File: config.mk
export PLATFORM = sky130hd
export DESIGN_NAME = video_stream_out
export DESIGN_NICKNAME = d
export VERILOG_FILES = /design/src/rtl/video_pkg.sv /design/src/rtl/video_timing_cnt.sv /design/src/rtl/video_stream_out.sv
export SDC_FILE = /design/constraint.sdc
export NUM_CORES = 1
export LEC_CHECK = 0
export ABC_CLOCK_PERIOD_IN_PS = 4400
export CORE_MARGIN = 5
export CORE_UTILIZATION = 52
export DETAILED_ROUTE_END_ITERATION = 8
export PLACE_DENSITY = 0.82
export SETUP_SLACK_MARGIN = 0.5
export SLEW_MARGIN = 20
export SYNTH_ARGS = -nofsm -noshare
export SYNTH_HDL_FRONTEND = slang
export SYNTH_HIERARCHICAL = 1
export SYNTH_SLANG_ARGS = --single-unit
File: constraint.sdc
create_clock -name pixel_clk -period 4.4 [get_ports pixel_clk]
set_input_delay 0.88 -clock pixel_clk [delete_from_list [all_inputs] [get_ports pixel_clk]]
set_output_delay 0.88 -clock pixel_clk [all_outputs]
set_load 0.05 [all_outputs]
File: src/rtl/video_pkg.sv
// video_pkg: timing description, lock states and colour-bar lookup shared by the
// video output path.
package video_pkg;

    typedef struct packed {
        int hdisp, hfp, hpulse, hbp;
        int vdisp, vfp, vpulse, vbp;
    } video_timing_t;

    localparam video_timing_t DEFAULT_TIMING = '{800, 40, 48, 40, 480, 13, 3, 29};

    typedef enum logic [1:0] {HUNT, ARMED, RUN} lock_state_t;

    function automatic int htotal(input video_timing_t t);
        return t.hdisp + t.hfp + t.hpulse + t.hbp;
    endfunction

    function automatic int vtotal(input video_timing_t t);
        return t.vdisp + t.vfp + t.vpulse + t.vbp;
    endfunction

    function automatic int hblank(input video_timing_t t);
        return t.hfp + t.hpulse + t.hbp;
    endfunction

    function automatic int vblank(input video_timing_t t);
        return t.vfp + t.vpulse + t.vbp;
    endfunction

    // {R,G,B} on/off for white, yellow, cyan, green, magenta, red, blue, black
    function automatic logic [2:0] bar_color(input logic [2:0] idx);
        return {~idx[1], ~idx[2], ~idx[0]};
    endfunction

endpackage

File: src/rtl/video_timing_cnt.sv
// video_timing_cnt: free-running raster counters with active, sync and frame
// markers decoded from the current count.
module video_timing_cnt
    import video_pkg::*;
#(
    parameter video_timing_t T = DEFAULT_TIMING,
    parameter logic SYNC_POL = 1'b0,
    localparam int HT = htotal(T),
    localparam int VT = vtotal(T),
    localparam int HW = $clog2(HT),
    localparam int VW = $clog2(VT)
) (
    input  logic          pixel_clk,
    input  logic          pixel_rst_n,
    output logic [HW-1:0] h_cnt,
    output logic [VW-1:0] v_cnt,
    output logic          active,
    output logic          hs,
    output logic          vs,
    output logic          frame_start,
    output logic          frame_end
);

    logic line_end, last_line;

    assign line_end    = h_cnt == HW'(HT - 1);
    assign last_line   = v_cnt == VW'(VT - 1);
    assign frame_end   = line_end & last_line;
    assign frame_start = (h_cnt == '0) && (v_cnt == '0);
    assign active      = (h_cnt >= HW'(hblank(T))) && (v_cnt >= VW'(vblank(T)));
    assign hs = (h_cnt >= HW'(T.hfp) && h_cnt < HW'(T.hfp + T.hpulse)) ? SYNC_POL : ~SYNC_POL;
    assign vs = (v_cnt >= VW'(T.vfp) && v_cnt < VW'(T.vfp + T.vpulse)) ? SYNC_POL : ~SYNC_POL;

    always_ff @(posedge pixel_clk or negedge pixel_rst_n) begin
        if (!pixel_rst_n) begin
            h_cnt <= '0;
            v_cnt <= '0;
        end else begin
            h_cnt <= line_end ? '0 : h_cnt + 1'b1;
            if (line_end) v_cnt <= last_line ? '0 : v_cnt + 1'b1;
        end
    end

endmodule

File: src/rtl/video_stream_out.sv
// video_stream_out: raster timing generator that locks a valid/ready pixel stream
// to the frame using its start-of-frame marker, with a colour-bar fallback.
module video_stream_out
    import video_pkg::*;
#(
    parameter int            HDISP    = 800,
    parameter int            VDISP    = 480,
    parameter int            HFP      = 40,
    parameter int            HPULSE   = 48,
    parameter int            HBP      = 40,
    parameter int            VFP      = 13,
    parameter int            VPULSE   = 3,
    parameter int            VBP      = 29,
    parameter logic          SYNC_POL = 1'b0,
    parameter int            CW       = 8,
    parameter logic [3*CW-1:0] FILL_RGB = '0
) (
    input  logic            pixel_clk,
    input  logic            pixel_rst_n,
    input  logic            enable,
    input  logic            mode,
    input  logic            clr_status,
    input  logic [3*CW-1:0] pix_data,
    input  logic            pix_sof,
    input  logic            pix_valid,
    output logic            pix_ready,
    output logic            vid_hs,
    output logic            vid_vs,
    output logic            vid_blank,
    output logic [3*CW-1:0] vid_rgb,
    output logic            frame_start,
    output logic            locked,
    output logic            underflow,
    output logic            sof_err
);

    localparam video_timing_t T = '{hdisp: HDISP, hfp: HFP, hpulse: HPULSE, hbp: HBP,
                                    vdisp: VDISP, vfp: VFP, vpulse: VPULSE, vbp: VBP};
    localparam int HW = $clog2(htotal(T));
    localparam int VW = $clog2(vtotal(T));

    logic [HW-1:0] h_cnt, x;
    logic [VW-1:0] v_cnt;
    logic [HW+2:0] x8;
    logic [2:0]    bar;
    logic          active, hs, vs, fstart, frame_end, first, stream_en, sof_ok;
    lock_state_t   state;

    video_timing_cnt #(.T(T), .SYNC_POL(SYNC_POL)) u_timing (
        .pixel_clk   (pixel_clk),
        .pixel_rst_n (pixel_rst_n),
        .h_cnt       (h_cnt),
        .v_cnt       (v_cnt),
        .active      (active),
        .hs          (hs),
        .vs          (vs),
        .frame_start (fstart),
        .frame_end   (frame_end)
    );

    assign x         = h_cnt - HW'(hblank(T));
    assign x8        = {x, 3'b000};
    assign bar       = bar_color(3'(x8 / (HW+3)'(HDISP)));
    assign first     = (h_cnt == HW'(hblank(T))) && (v_cnt == VW'(vblank(T)));
    assign stream_en = enable & ~mode;
    // SOF must coincide with the first active pixel; a mismatched pixel is left in the FIFO
    assign sof_ok    = pix_sof == first;
    assign pix_ready = pixel_rst_n & stream_en &
                       ((state == HUNT) ? ~pix_sof : (state == RUN) & active & sof_ok);

    always_ff @(posedge pixel_clk or negedge pixel_rst_n) begin
        if (!pixel_rst_n) begin
            state       <= HUNT;
            vid_hs      <= ~SYNC_POL;
            vid_vs      <= ~SYNC_POL;
            vid_blank   <= 1'b0;
            vid_rgb     <= '0;
            frame_start <= 1'b0;
            locked      <= 1'b0;
            underflow   <= 1'b0;
            sof_err     <= 1'b0;
        end else begin
            vid_hs      <= hs;
            vid_vs      <= vs;
            frame_start <= fstart;
            vid_blank   <= enable & active;
            vid_rgb     <= !(enable && active) ? '0 :
                           mode ? {{CW{bar[2]}}, {CW{bar[1]}}, {CW{bar[0]}}} :
                           (state == RUN && pix_valid && sof_ok) ? pix_data : FILL_RGB;
            underflow   <= underflow & ~clr_status;
            sof_err     <= sof_err & ~clr_status;
            if (!stream_en) begin
                state  <= HUNT;
                locked <= 1'b0;
            end else begin
                case (state)
                    HUNT:  if (pix_valid && pix_sof) state <= ARMED;
                    ARMED: if (frame_end) begin
                        state  <= RUN;
                        locked <= 1'b1;
                    end
                    RUN: if (active && !pix_valid) begin
                        underflow <= 1'b1;
                        state     <= HUNT;
                        locked    <= 1'b0;
                    end else if (active && !sof_ok) begin
                        sof_err <= 1'b1;
                        state   <= first ? HUNT : ARMED;
                        locked  <= 1'b0;
                    end
                    default: begin
                        state  <= HUNT;
                        locked <= 1'b0;
                    end
                endcase
            end
        end
    end

endmodule

==> out/qor.csv, run 1 <==
metric,value,unit
clkLatencyLatePin,0.31,ns
power_leakage,1.64,nW
grt_max_degree,54,
synth_ff_type,dfrtp_1,
synth_compound_area_share,18.0,%
grt_overflow,0,
totalNegativeSetupSlack,0,ns
p_per_area,211,nW/um2
fill_cells,453,
syn_to_final_growth,25.5,%
grt_pass1_wl,12400,um
crit_arrival,2.86,ns
clk_pin_slew,0.10,ns
max_freq,0.267,GHz
yosysTopAreaCellShare,41.5,%
synth_fa_ha_area_share,3.58,%
portBuffers,62,
synth_top_cell_by_area,dfrtp_1,
ant_nets,0,
drc,0,
io_pins,63,
cts_tree,done,
fin_skew,0.0131,ns
drt-total-wl,7410,um
finalNetCount,438,
status,finished clean,
avgSynthCellArea,9.24,um2
finalCriticalPeriod,3.74,ns
fp.dieH,86.9,um
grt_use_met2,34.3,%
cp-end-kind,output pin,
rsz0062_at_grt,no,
layout_commonest_cell,clkdlybuf4s50_1,
pre_cts_slack,0.526,ns
p_total,0.815,mW
numCtsBuffers,5,
r2r_setup_slack,0.94,ns
synth_seq_cells,53,
r2r_cells,11,
min_path_cells,2,
crit_type,reg2out,
crit_fanout,4,
syn_inst,333,
wl_per_cell,15.6,um
ys_types,63,
grt_use_total,20.2,%
timing.slew.headroom,55.5,%
clockBufferDepth,2,
htreeDepth,2,
drive_gt1_share,8.75,%
crit_required,3.52,ns
num_rows,28,
mostFrequentLayoutCells,"60 x clkdlybuf4s50_1, 51 x dfrtp_1, 38 x nand2_1, 31 x a21oi_1, 21 x nand3_1",
final_design_area_no_fill,3860,um2
synthMuxAreaShare,1.71,%
grt_pass1_vias,2667,
die_w,86.9,um
synth_seq_area_share,43.2,%
yosys.area_share.xor_xnor,4.27,%
synthArstFlopShare,100,%
netlist_area,3080,um2
die_area,7560,um2
ir_drop,0.000119,V
core,5850,um2
finalMaxSlewViolations,0,
synth_edf_count,0,
worst_pin_slew,0.667,ns
initialDrtViolationCount,134,
via_per_inst,5.77,
cts_root_buf,clkbuf_8,
clock_sinks,53,
cp-start-kind,flop,
setup_slack,0.658,ns
gp_congestion,0.877,
diodes,0,
antenna_found_initial,0,
maxCapViolCount,0,
vias,2741,
synth_simple_gate_area_share,24.6,%
hold_viol,0,
report.final.setup_viol,0,
firstDrtPassIters,5,
use_met1,26.3,%
start_util,52.6,%
grt.busiest_layer,met2,
synth_top_family_by_area,simple AND/OR/NAND/NOR gates,
synth.area.top_cells,"dfrtp_1 41%, a21oi_1 5.0%, nand2_1 4.6%",
final_util,66.0,%
yosys_warnings,6,
min_period_over_period,85.0,%
hpwl,5460,um
syn_nets,372,
place_area,3770,um2
met3_usage,2.93,%
hold_class,reg2reg,
-- metrics by stage --
stage	hold WS (ns)	std cells
4_1_cts	0.533	475
2_1_floorplan	0.474	333
6_report	0.534	475
3_3_place_gp	0.497	467
3_5_place_dp	0.510	467
5_1_grt	0.576	475
-- critical path, cell delays in order (launching register included) --
cell and delay (ns):
dfrtp_1 0.38, or3b_1 0.42, or4_4 0.44, nor4_4 0.39, nand3_1 0.12, o21ai_0 0.10
a21oi_1 0.11, nor3b_2 0.20, clkdlybuf4s15_2 0.40
-- flip-flops by register name, indices dropped and copies added (netlist names) --
| register | count |
|---|---|
| frame_start | 1 |
| vid_blank | 1 |
| underflow | 1 |
| locked | 1 |
| u_timing/v_cnt | 10 |
| vid_hs | 1 |
| sof_err | 1 |
| vid_rgb | 24 |
| state | 2 |
| u_timing/h_cnt | 10 |
| vid_vs | 1 |
-- Yosys cell counts (5+ instances only) --
cell type / n
ha_1: 8
nor3_1: 10
dfrtp_1: 51
o211ai_1: 12
xnor2_1: 9
nand2_1: 38
a21oi_1: 31
nor4_1: 5
nor2_1: 15
inv_1: 17
or3_1: 6
o21ai_0: 16
xor2_1: 6
nand4_1: 6
nand3_1: 21
-- what timing repair did --
action | CTS | global route
setup buffers | 0 | 0
cloned | 0 | 0
pin swaps | 0 | 0
resized for setup | 3 | 1
hold buffers | 0 | 0
setup endpoints to repair | 1 | 8
-- routing by layer --
metal	up-vias	share of wire, %	wire, um
met5	-	0	0
met4	0	1.6	121
met3	9	5.5	410
met2	81	50	3700
met1	1309	43	3180
li1	1342	-	-
-- logic make-up after synthesis --
family	after synthesis
XOR/XNOR	15
buffers and inverters	28
multiplexers	5
adder cells (fa/ha/maj)	9
AO/OA/AOI/OAI	87
flip-flops	53
AND/OR/NAND/NOR	136
-- power by group --
| group | leakage, nW | switching (mW) | total [mW] | internal (mW) |
|---|---|---|---|---|
| registers | 0.718 | 0.00140 | 0.490 | 0.488 |
| logic | 0.879 | 0.0262 | 0.0552 | 0.0290 |
| clock network | 0.0439 | 0.160 | 0.270 | 0.110 |
-- area by class of cell --
type                    instances  area [um2]  area share (%)
clock inverters                 3        17.5           0.454
well taps                      75        93.8            2.43
clock buffers                   5        68.8            1.78
multi-input cells             252        1620            41.9
repair buffers                 69         669            17.3
flip-flops and latches         53        1330            34.4
inverters                      18        67.6            1.75
-- worst paths after layout --
check	start	endpoint
min in group asynchronous	pixel_rst_n	u_timing/v_cnt[0]$_DFFE_PN0N_
max in group asynchronous	pixel_rst_n	u_timing/h_cnt[2]$_DFF_PN0_
max reg2reg	u_timing/h_cnt[7]$_DFF_PN0_	vid_rgb[6]$_DFF_PN0_
min	underflow$_DFF_PN0_	underflow$_DFF_PN0_
min reg2reg	underflow$_DFF_PN0_	underflow$_DFF_PN0_
max	u_timing/h_cnt[6]$_DFF_PN0_	pix_ready
Note: power is estimated with default switching activity, not from simulation.
==> run 2: changes to the inputs <==
Settings changed: ABC_CLOCK_PERIOD_IN_PS 4400 to 3500.
Clock period 4.4 ns to 3.5 ns, I/O delays scaled along.
==> run 2 against run 1 <==
Effect of this change: flip-flop and latch count stayed put; final cell count grew 1.1%; via count increased by 2.0%; power grew 26%; critical endpoint unchanged; sequential share of layout area shrank 0.96 points; global-route usage shrank 0.40 points; worst setup slack lost 0.38 ns.
==> out/qor.csv, run 2 (synthesis gave the netlist of run 1 again) <==
metric,value,unit,change
clk_pin_slew,0.10,ns,about the same
r2r_setup_slack,0.48,ns,-0.46 ns
dp.cells,466,,-0.21%
finalCriticalPeriod,3.22,ns,
min_period_over_period,92.0,%,
num_rows,28,,unchanged
clock_sinks,53,,unchanged
p_per_area,258,nW/um2,+22%
portBuffers,62,,unchanged
largest_register_ffs,24,,unchanged
hold_class,in2async,,
syn_to_final_growth,29.6,%,
grt.busiest_layer,met2,,
worst_pin_slew,0.651,ns,-0.0162 ns
critical_path.top_delay_family,simple AND/OR/NAND/NOR gates,,
fp.dieH,86.9,um,unchanged
r2r_cells,11,,unchanged
r2r-start,u_timing/h_cnt[7]$_DFF_PN0_,,
status,finished clean,,
rsz0062_at_grt,yes,,
power_leakage,1.69,nW,+2.8%
whs,0.522,ns,-0.0119 ns
finalMaxSlewViolations,0,,unchanged
core,5850,um2,unchanged
mostFrequentLayoutCells,"60 x clkdlybuf4s50_1, 47 x dfrtp_1, 37 x nand2_1, 31 x a21oi_1, 21 x nand3_1",,
grt_pass1_wl,12000,um,-3.1%
slowest_stage,or4_4,,
cts_tree,done,,
antenna_found_initial,0,,unchanged
numCtsBuffers,5,,unchanged
htreeDepth,2,,unchanged
die_w,86.9,um,unchanged
grt_max_degree,54,,unchanged
crit_arrival,2.52,ns,-0.34 ns
layout_commonest_cell,clkdlybuf4s50_1,,
totalNegativeSetupSlack,0,ns,unchanged
fin_cells,480,,+1.1%
grt_overflow,0,,unchanged
via_per_inst,5.82,,+0.91%
firstDrtPassIters,4,,-1
drc,0,,unchanged
maxCapViolCount,0,,unchanged
p_total,1.03,mW,+26%
initialDrtViolationCount,136,,+1.5%
max_freq,0.311,GHz,
drive_gt1_share,14.1,%,+5.3 points
cp-start-kind,flop,,
crit_buf_inv,1,,unchanged
grt_use_met2,33.3,%,-1.0 points
report.final.setup_viol,0,,unchanged
diodes,0,,unchanged
crit_fanout,4,,unchanged
final_util,68.2,%,+2.2 points
clockBufferDepth,2,,unchanged
regMostFlops,vid_rgb,,
timing.slew.headroom,56.2,%,+0.68 points
drt-total-wl,7480,um,+0.94%
grt_use_total,19.8,%,-0.40 points
hpwl,5370,um,-1.7%
wl_per_cell,15.6,um,-0.11%
gp_congestion,0.827,,-5.8%
vias,2795,,+2.0%
cts_root_buf,clkbuf_8,,
crit_required,2.80,ns,-0.72 ns
use_met1,25.6,%,-0.64 points
hold_viol,0,,unchanged
fill_cells,428,,-5.5%
cp-end-kind,output pin,,
io_pins,63,,unchanged
die_area,7560,um2,unchanged
clkLatencyLatePin,0.31,ns,about the same
met3_usage,3.88,%,+0.95 points
crit_type,reg2out,,
ir_drop,0.000179,V,+51%
fin_skew,0.0108,ns,-0.00232 ns
start_util,52.6,%,unchanged
crit_chain,or3b_1 > or4_4 > nor4_4 > nand3_1 > o21ai_0 > a21oi_1 > nor3b_4 > buf_12,,
grt_pass1_vias,2582,,-3.2%
finalNetCount,443,,+1.1%
slowest_delay,0.45,ns,about the same
largestRegisters,"vid_rgb (24), u_timing/h_cnt (10), u_timing/v_cnt (10)",,
rr_endpoint,vid_rgb[3]$_DFF_PN0_,,
ant_nets,0,,unchanged
[run 2: cell count changes in the layout (fill, tap and decap cells not counted), moves of 2 or more]
cell | previous run | this run
buf_4 | 7 | 12
dfrtp_1 | 51 | 47
dfrtp_2 | 0 | 4
ha_1 | 8 | 6
inv_1 | 17 | 15
inv_2 | 0 | 2
xor2_1 | 6 | 4
xor2_2 | 0 | 2
[run 2: final cells by class]
class	instances	area, um2	share of cell area [%]
multi-input combinational	252	1690	42.4
sequential	53	1330	33.4
timing repair buffer	74	716	17.9
tap	75	93.8	2.35
clock buffer	6	72.6	1.82
inverter	18	67.6	1.69
clock inverter	2	13.8	0.345
[run 2: worst max path at each step]
| stage | from | to | slack, ns | depth (start not counted) |
|---|---|---|---|---|
| finish | u_timing/h_cnt[6]$_DFF_PN0_ | pix_ready | 0.28 | 8 |
| global route | u_timing/h_cnt[6]$_DFF_PN0_ | pix_ready | 0.13 | 8 |
| CTS | u_timing/h_cnt[6]$_DFF_PN0_ | pix_ready | 0.26 | 8 |
| detailed placement | u_timing/h_cnt[7]$_DFF_PN0_ | vid_rgb[6]$_DFF_PN0_ | 0.24 | 10 |
| global placement | u_timing/h_cnt[7]$_DFF_PN0_ | vid_rgb[2]$_DFF_PN0_ | 0.35 | 10 |
| floorplan | u_timing/h_cnt[6]$_DFF_PN0_ | pix_ready | 0.42 | 8 |
[run 2: timing repair]
action	CTS	global route
resized for setup	7	10
pin swaps	0	6
setup buffers	2	4
hold buffers	0	0
endpoints found under the setup margin	17	9
[run 2: stage by stage]
stage	worst slack, ns	cell area (um2)
2_1_floorplan	0.422	3110
3_3_place_gp	0.353	3800
3_5_place_dp	0.238	3800
4_1_cts	0.257	3920
5_1_grt	0.134	3990
6_report	0.282	3990
[run 2: power breakdown]
group,leakage [nW],switching [mW],total [mW],internal (mW)
Combinational,0.929,0.0335,0.0716,0.0381
Clock,0.0456,0.199,0.342,0.143
Sequential,0.712,0.00194,0.616,0.614
Total,1.69,0.234,1.03,0.795
[run 2: metal layers]
metal | part of all wire (%) | wire, um
met1 | 41 | 3080
met2 | 49 | 3630
met3 | 8.6 | 641
met4 | 1.8 | 131
met5 | 0 | 0
